<file path="src/rtl/comparator_stream_extremum.sv">
// comparator_stream_extremum
//   Streaming extremum finder for the output-layer decision path. One signed
//   membrane value is accepted per beat; after NUM_CLASSES accepted values the
//   index and value of the minimum (loser, mode 0) or maximum (winner, mode 1)
//   are presented with a one-cycle result_valid_o pulse.
//
// Ports
//   clk, reset_n          clock, async active-low reset
//   start_i, mode_i       frame start pulse; mode sampled with start_i
//   valid_i, variable_i   sample stream; class index = arrival order
//   ready_o, busy_o       high only while a frame is being accumulated
//   result_valid_o        one-cycle pulse when the result registers update
//   result_index_o        selected class index (held until the next result)
//   result_variable_o     selected class value (held until the next result)
module comparator_stream_extremum #(
  parameter int BIT_WIDTH_BIG_MEMBRANE = 16,
  parameter int NUM_CLASSES            = 10,  // 2..256
  parameter int INDEX_WIDTH            = 4    // 2**INDEX_WIDTH >= NUM_CLASSES
) (
  input  logic                                     clk,
  input  logic                                     reset_n,
  input  logic                                     start_i,
  input  logic                                     mode_i,
  input  logic                                     valid_i,
  input  logic signed [BIT_WIDTH_BIG_MEMBRANE-1:0] variable_i,
  output logic                                     ready_o,
  output logic                                     busy_o,
  output logic                                     result_valid_o,
  output logic        [INDEX_WIDTH-1:0]            result_index_o,
  output logic signed [BIT_WIDTH_BIG_MEMBRANE-1:0] result_variable_o
);

  // One extra bit so the count can reach NUM_CLASSES without wrapping.
  localparam int CNT_W = $clog2(NUM_CLASSES + 1);

  typedef enum logic [1:0] {S_IDLE, S_ACCUM, S_DONE} state_t;

  state_t                                   state, state_nxt;
  logic        [CNT_W-1:0]                  count;
  logic                                     mode_q;
  logic signed [BIT_WIDTH_BIG_MEMBRANE-1:0] best_value;
  logic        [INDEX_WIDTH-1:0]            best_index;

  logic                                     accept, last, better, take;
  logic signed [BIT_WIDTH_BIG_MEMBRANE-1:0] cand_value;
  logic        [INDEX_WIDTH-1:0]            cand_index;

  // start_i wins over a coincident sample, which is simply dropped.
  assign accept = (state == S_ACCUM) && valid_i && !start_i;
  assign last   = accept && (count == CNT_W'(NUM_CLASSES - 1));

  // Strict comparison keeps the earliest index on ties.
  assign better = mode_q ? (variable_i > best_value) : (variable_i < best_value);
  assign take   = (count == '0) || better;

  assign cand_value = take ? variable_i : best_value;
  assign cand_index = take ? INDEX_WIDTH'(count) : best_index;

  assign ready_o        = (state == S_ACCUM);
  assign busy_o         = (state == S_ACCUM);
  assign result_valid_o = (state == S_DONE);

  always_comb begin
    state_nxt = state;
    unique case (state)
      S_IDLE:  if (start_i) state_nxt = S_ACCUM;
      S_ACCUM: if (!start_i && last) state_nxt = S_DONE;
      S_DONE:  state_nxt = start_i ? S_ACCUM : S_IDLE;
      default: state_nxt = S_IDLE;
    endcase
  end

  always_ff @(posedge clk or negedge reset_n) begin
    if (!reset_n) begin
      state             <= S_IDLE;
      count             <= '0;
      mode_q            <= 1'b0;
      best_value        <= '0;
      best_index        <= '0;
      result_index_o    <= '0;
      result_variable_o <= '0;
    end else begin
      state <= state_nxt;
      if (start_i) begin
        // Valid from every state: IDLE/DONE open a frame, ACCUM aborts and restarts.
        mode_q <= mode_i;
        count  <= '0;
      end else if (accept) begin
        best_value <= cand_value;
        best_index <= cand_index;
        count      <= count + 1'b1;
        if (last) begin
          result_index_o    <= cand_index;
          result_variable_o <= cand_value;
        end
      end
    end
  end

endmodule

</file>
<file path="config.mk">
export PLATFORM = sky130hd
export DESIGN_NAME = comparator_stream_extremum
export DESIGN_NICKNAME = d
export VERILOG_FILES = /design/src/rtl/comparator_stream_extremum.sv
export SDC_FILE = /design/constraint.sdc
export NUM_CORES = 1
export LEC_CHECK = 0
export CORE_MARGIN = 1
export CORE_UTILIZATION = 45
export CTS_CLUSTER_DIAMETER = 100
export DETAILED_ROUTE_END_ITERATION = 10
export PLACE_DENSITY = 0.7
export SYNTH_ARGS = -nofsm -noshare
export SYNTH_HDL_FRONTEND = slang
export SYNTH_SLANG_ARGS = --single-unit
</file>
<file path="constraint.sdc">
create_clock -name clk -period 3.2 [get_ports clk]
set_input_delay 0.64 -clock clk [delete_from_list [all_inputs] [get_ports clk]]
set_output_delay 0.64 -clock clk [all_outputs]
set_load 0.01 [all_outputs]
</file>
==> results of run 1 <==
[stage by stage]
stage	hold WS, ps	instance area [µm²]	util [%]	std cells
global route	502	3520	63.9	391
global placement	466	3190	57.9	381
finish	484	3520	63.9	391
detailed placement	473	3190	57.9	381
floorplan	344	2560	-	258
CTS	492	3310	60.0	389
[registers in the layout (all words and copies together) (netlist names)]
register           cells
state                  2
best_value            16
result_index_o         4
count                  4
best_index             4
result_variable_o     16
mode_q                 1
[metal layers]
metal | routed length, µm | vias to the layer above | global-route usage (%) | share of wire, %
met5 | 0 | - | 0 | 0
met4 | 62 | 0 | 6.23 | 0.99
met3 | 170 | 6 | 3.29 | 2.7
met2 | 3100 | 40 | 36.8 | 49
met1 | 2960 | 1045 | 27.6 | 47
li1 | - | 1034 | - | -
[area by class of cell]
class	count	share of cell area (%)
Inverter	22	2.35
Tap cell	72	2.56
Clock buffer	6	2.35
Timing Repair Buffer	66	18.9
Multi-Input combinational cell	176	39.4
Clock inverter	2	0.995
Sequential cell	47	33.4
[worst reg2reg max path, delay by kind of cell (launching register included)]
family,cells,cell delay (ps)
compound gates,3,520
flops,1,370
mux,1,320
buf+inv,3,400
simple gates,3,900
fa+ha+maj,1,300
[power groups by stage]
| stage | clock, µW | combinational [µW] | sequential [µW] |
|---|---|---|---|
| after detailed placement | 0 | 636 | 755 |
| after floorplan | 0 | 423 | 735 |
| after global routing | 487 | 829 | 757 |
| after CTS | 462 | 647 | 743 |
| after global placement | 0 | 614 | 752 |
| final | 451 | 754 | 744 |
[placed cells by master, fill, tap and decap left out, types with 2 or more instances in the layout]
cell	n
a31oi_1	19
a21oi_1	27
nand2_1	13
o311ai_1	2
nand4_1	4
nor2_1	26
ha_1	10
nor2b_1	3
dlymetal6s2s_1	14
inv_1	22
nand2b_1	2
nand3_1	3
clkdlybuf4s50_1	27
o21ai_0	22
mux2_4	9
clkbuf_8	6
ha_4	9
dfrtp_1	47
mux2_2	10
buf_4	20
[cells by family after synthesis]
group / count (synthesis) / share of synthesized area [%]
AOI/OAI and AO/OA: 79 / 18.3
muxes: 19 / 9.66
and+or+nand+nor: 57 / 10.5
xor gates and xnor gates: 2 / 0.683
DFF: 47 / 45.9
adders and majority gates: 19 / 9.27
buffers and inverters: 35 / 5.71
[timing repair]
item	4_1_cts	5_1_grt
pin swaps	5	15
gates resized for setup	2	31
buffers inserted	0	1
gates cloned	0	1
setup endpoints to repair	15	36
[final timing paths]
kind | from | endpoint | slack (ps)
hold / removal | result_index_o[2]$_DFFE_PN0P_ | result_index_o[2]$_DFFE_PN0P_ | 480
hold reg to reg | result_index_o[2]$_DFFE_PN0P_ | result_index_o[2]$_DFFE_PN0P_ | 480
setup reg to reg | best_value[1]$_DFFE_PN0P_ | best_value[2]$_DFFE_PN0P_ | 270
max in group asynchronous | reset_n | result_variable_o[14]$_DFFE_PN0P_ | 2020
setup / recovery | variable_i[2] | best_value[2]$_DFFE_PN0P_ | 100
min in group asynchronous | reset_n | result_variable_o[6]$_DFFE_PN0P_ | 530
==> impl_metrics.json, run 1 <==
{
  "cts_tree": "built",
  "path_class": "in -> reg",
  "reg2reg_depth": 11,
  "synth_ff_type": "dfrtp_1",
  "htreeDepth": 2,
  "synth_top_cell_area_share_pct": 45.9,
  "ant_nets": 0,
  "core_um2": 5510,
  "synth_seq_cells": 47,
  "async_flop_share_pct": 100,
  "io_pins": 44,
  "worstPathArrival_ps": 3290,
  "antenna_found_initial": 0,
  "fin_skew_ps": 9.50,
  "gr-total-overflow": 0,
  "worst_pin_slew_ps": 1050,
  "crit_chain": "clkdlybuf4s50_1 -> ha_1 -> o211ai_1 -> a2111oi_2 -> buf_4 -> or4_1 -> and4_4 -> o21ai_4 -> clkbuf_16 -> mux2_2",
  "status": "finished clean",
  "vdd_drop_max_mv": 0.337,
  "finalMaxSlewViolations": 0,
  "cp_max_fo": 6,
  "drv_cap": 0,
  "min_path_type": "reg -> reg",
  "grtUsageTotal_pct": 21.3,
  "fin_crit_sh_pct": 96.8,
  "p_clk_share_pct": 23.2,
  "drt_iter0_drc": 84,
  "p_int_uw": 1280,
  "via_per_inst": 5.43,
  "syn-num-nets": 298,
  "seq_area_um2": 1180,
  "cp_slowest_cell": "or4_1",
  "start_util_pct": 46.6,
  "n_fill_cell": 452,
  "yosysMostFrequentCell": "dfrtp_1",
  "relSlewSlack_pct": 29.7,
  "wl_per_cell_um": 16.1,
  "hold_depth": 2,
  "grt_pass1_vias": 2083,
  "hold_violations": 0,
  "timing.final.crit_period_ps": 3100,
  "synthToLayoutAreaGrowth_pct": 37.3,
  "p_leak_uw": 0.00173,
  "power_switching_uw": 667,
  "cts_hold_buf": 0,
  "slowest_delay_ps": 530,
  "drive_gt1_share_pct": 21.3,
  "layout.nets": 358,
  "cp.depth": 10,
  "hpwl_um": 4060,
  "end_kind": "flip-flop",
  "seqPwrFrac_pct": 38.2,
  "drc": 0,
  "synth_cell_type_count": 33,
  "required_ps": 3390,
  "die_w_um": 77.5,
  "cts_root_buf": "clkbuf_8",
  "dieArea_um2": 6000,
  "cts_sinks": 47,
  "fin_tns_setup_ps": 0,
  "worst_setup_path_start_kind": "input pin",
  "path_delay_family": "buffers and inverters",
  "diodes": 0,
  "swShare_pct": 34.2,
  "drt-total-wl_um": 6290,
  "fmax_mhz": 323,
  "setup_violations": 0,
  "ys_warn_count": 0,
  "p_total_uw": 1950,
  "cts_made_buffers": 5,
  "pre_cts_slack_ps": -348,
  "clock_path_buffers": 2,
  "die_h_um": 77.5,
  "syn_area_um2": 2560,
  "synth_top_cell_by_area": "dfrtp_1",
  "rsz0062_at_grt": "false",
  "dr.pass1.iters": 4,
  "io_buffer_count": 43,
  "synth_edf_count": 0,
  "num_rows": 27,
  "gp_congestion": 0.803,
  "vias": 2125,
  "clkTransAtPathRegs_ps": 90,
  "syn-mean-instance-area_um2": 9.94,
  "netlist_instances": 258,
  "multi_input_area_um2": 1390,
  "worstSkewPairLatency_ps": 300,
  "ys_seq_area_share_pct": 45.9,
  "powerDensity_nw_per_um2": 554,
  "p_comb_share_pct": 38.7,
  "synth_area_leaders": "dfrtp_1 46%, ha_1 9.3%, a21oi_1 5.5%, mux2_4 5.3%, a31oi_1 4.6%",
  "layout_setup_ws_ps": 102,
  "synth_common_cells": "47 x dfrtp_1, 28 x a21oi_1, 26 x nor2_1",
  "grt_pass1_wl_um": 10100,
  "grt_max_degree": 48,
  "path_buf_inv": 3
}
No activity file was read; power rests on OpenSTA's default activity.
==> run 2, diff against run 1 <==
- SLEW_MARGIN: not set -> 20
==> run 2 against run 1 <==
Register-to-register slack is essentially flat. Non-clock buffer count stayed put. Clock power barely moved. Flip-flop and latch count unchanged. Clock skew unchanged. Maximum frequency did not move. Global-route usage is the same. Cell area barely moved. Critical path depth did not move. Routed wire length unchanged. Largest cell class unchanged. Highest routed layer unchanged.
==> impl_metrics.json, run 2 (synthesized netlist as in run 1, its figures left out) <==
{
  "status": "finished clean",
  "cts_tree": "built",
  "p_leak_uw": 0.00173,
  "io_buffer_count": 43,
  "crit_chain": "clkdlybuf4s50_1 -> ha_1 -> o211ai_1 -> a2111oi_2 -> buf_4 -> or4_1 -> and4_4 -> o21ai_4 -> clkbuf_16 -> mux2_2",
  "layout_setup_ws_ps": 102,
  "core_um2": 5510,
  "power_switching_uw": 667,
  "dr.pass1.iters": 4,
  "stdcell_count": 391,
  "min_path_type": "in -> async",
  "dieArea_um2": 6000,
  "p_int_uw": 1280,
  "hold_ws_ps": 345,
  "seq_area_um2": 1180,
  "via_per_inst": 5.43,
  "io_pins": 44,
  "path_class": "in -> reg",
  "drt-total-wl_um": 6290,
  "relSlewSlack_pct": 49.8,
  "gp_congestion": 0.803,
  "htreeDepth": 2,
  "r2r_end": "best_value[2]$_DFFE_PN0P_",
  "hpwl_um": 4060,
  "hold_violations": 0,
  "reg2reg_depth": 11,
  "r2r-start": "best_value[1]$_DFFE_PN0P_",
  "ant_nets": 0,
  "slowest_delay_ps": 530,
  "worstPathArrival_ps": 3290,
  "antenna_found_initial": 0,
  "worstSkewPairLatency_ps": 300,
  "p_clk_share_pct": 23.2,
  "pre_cts_slack_ps": -348,
  "required_ps": 3390,
  "grt_max_degree": 48,
  "worst_pin_slew_ps": 753,
  "grt_pass1_vias": 2083,
  "drt_iter0_drc": 84,
  "layout.nets": 358,
  "finalMaxSlewViolations": 0,
  "drv_cap": 0,
  "cts_made_buffers": 5,
  "wl_per_cell_um": 16.1,
  "worst_setup_path_start_kind": "input pin",
  "reg2reg_slack_ps": 270,
  "fin_crit_sh_pct": 96.8,
  "synthToLayoutAreaGrowth_pct": 37.4,
  "top_regs": "best_value x16, result_variable_o x16",
  "grtUsageTotal_pct": 21.3,
  "cp_max_fo": 6,
  "rsz0062_at_grt": "false",
  "n_fill_cell": 452,
  "gr-total-overflow": 0,
  "grt_pass1_wl_um": 10100,
  "p_comb_share_pct": 38.7,
  "swShare_pct": 34.2,
  "cp_slowest_cell": "or4_1",
  "fmax_mhz": 323,
  "place_inst": 381,
  "seqPwrFrac_pct": 38.2,
  "final_common_cell": "dfrtp_1",
  "final_core_utilization_pct": 64.0,
  "setup_violations": 0,
  "vias": 2125,
  "clkTransAtPathRegs_ps": 90,
  "clock_path_buffers": 2,
  "path_delay_family": "buffers and inverters",
  "diodes": 0,
  "drc": 0,
  "die_h_um": 77.5,
  "drive_gt1_share_pct": 21.3,
  "timing.final.crit_period_ps": 3100,
  "cts_sinks": 47,
  "die_w_um": 77.5,
  "cts_root_buf": "clkbuf_8",
  "final_cell_mix": "47 x dfrtp_1, 27 x a21oi_1, 27 x clkdlybuf4s50_1",
  "start_util_pct": 46.6,
  "end_kind": "flip-flop",
  "vdd_drop_max_mv": 0.337,
  "path_buf_inv": 3,
  "fin_tns_setup_ps": 0,
  "multi_input_area_um2": 1390,
  "powerDensity_nw_per_um2": 554,
  "fin_skew_ps": 9.50,
  "num_rows": 27
}
-- run 2: cell types whose count changed in the layout (fill, tap and decap cells not counted) --
| cell | delta |
|---|---|
| buf_4 | +1 |
| buf_2 | -1 |
-- run 2: repair_timing --
item                       CTS  global route
cloned                       0             1
hold buffers                 0             0
buffers inserted             0             1
pin swaps                    5            15
setup endpoints to repair   15            36
resized for setup            2            31
-- run 2: worst max path at each step --
| stage | start | to | slack [ps] | depth (start not counted) |
|---|---|---|---|---|
| finish | variable_i[2] | best_value[2]$_DFFE_PN0P_ | 100 | 10 |
| global route | variable_i[2] | best_index[1]$_DFFE_PN0P_ | 20 | 10 |
| CTS | variable_i[11] | best_value[8]$_DFFE_PN0P_ | -6 | 10 |
| global placement | variable_i[15] | best_value[0]$_DFFE_PN0P_ | -240 | 10 |
| floorplan | variable_i[15] | best_value[10]$_DFFE_PN0P_ | 160 | 9 |
| detailed placement | variable_i[15] | best_value[0]$_DFFE_PN0P_ | -350 | 10 |
-- run 2: layer usage --
layer	routed length, µm	GRT usage (%)	up-vias
met4	62	6.23	0
met1	2950	27.6	1045
met2	3100	36.8	40
met5	0	0	-
li1	-	-	1034
met3	170	3.29	6
-- run 2: worst register-to-register path, cell delays in order (launching register included) --
cell	delay, ps
dfrtp_1	370
inv_1	50
ha_1	300
nor2b_1	140
o211ai_1	190
a2111oi_2	90
buf_4	150
or4_1	530
and4_4	230
o21ai_4	240
clkbuf_16	200
mux2_2	320
-- run 2: stage by stage --
stage                     total power [µW]  cell area (µm²)
final                                 1950             3520
after global routing                  2070             3520
after CTS                             1850             3310
after detailed placement              1390             3190
after global placement                1370             3190
after floorplan                       1160             2560
-- run 2: layout make-up --
type                       instances  share of cell area (%)
clock buffer                       6                    2.34
clock inverter                     2                   0.995
inverter                          22                    2.34
multi-input combinational        176                    39.4
sequential                        47                    33.4
tap                               72                    2.56
timing repair buffer              66                    19.0
-- run 2: power groups by stage --
stage               Sequential (µW)  Clock [µW]  Combinational [µW]
finish                          744         451                 754
global route                    757         487                 829
CTS                             743         462                 647
detailed placement              755           0                 636
global placement                752           0                 614
floorplan                       735           0                 423
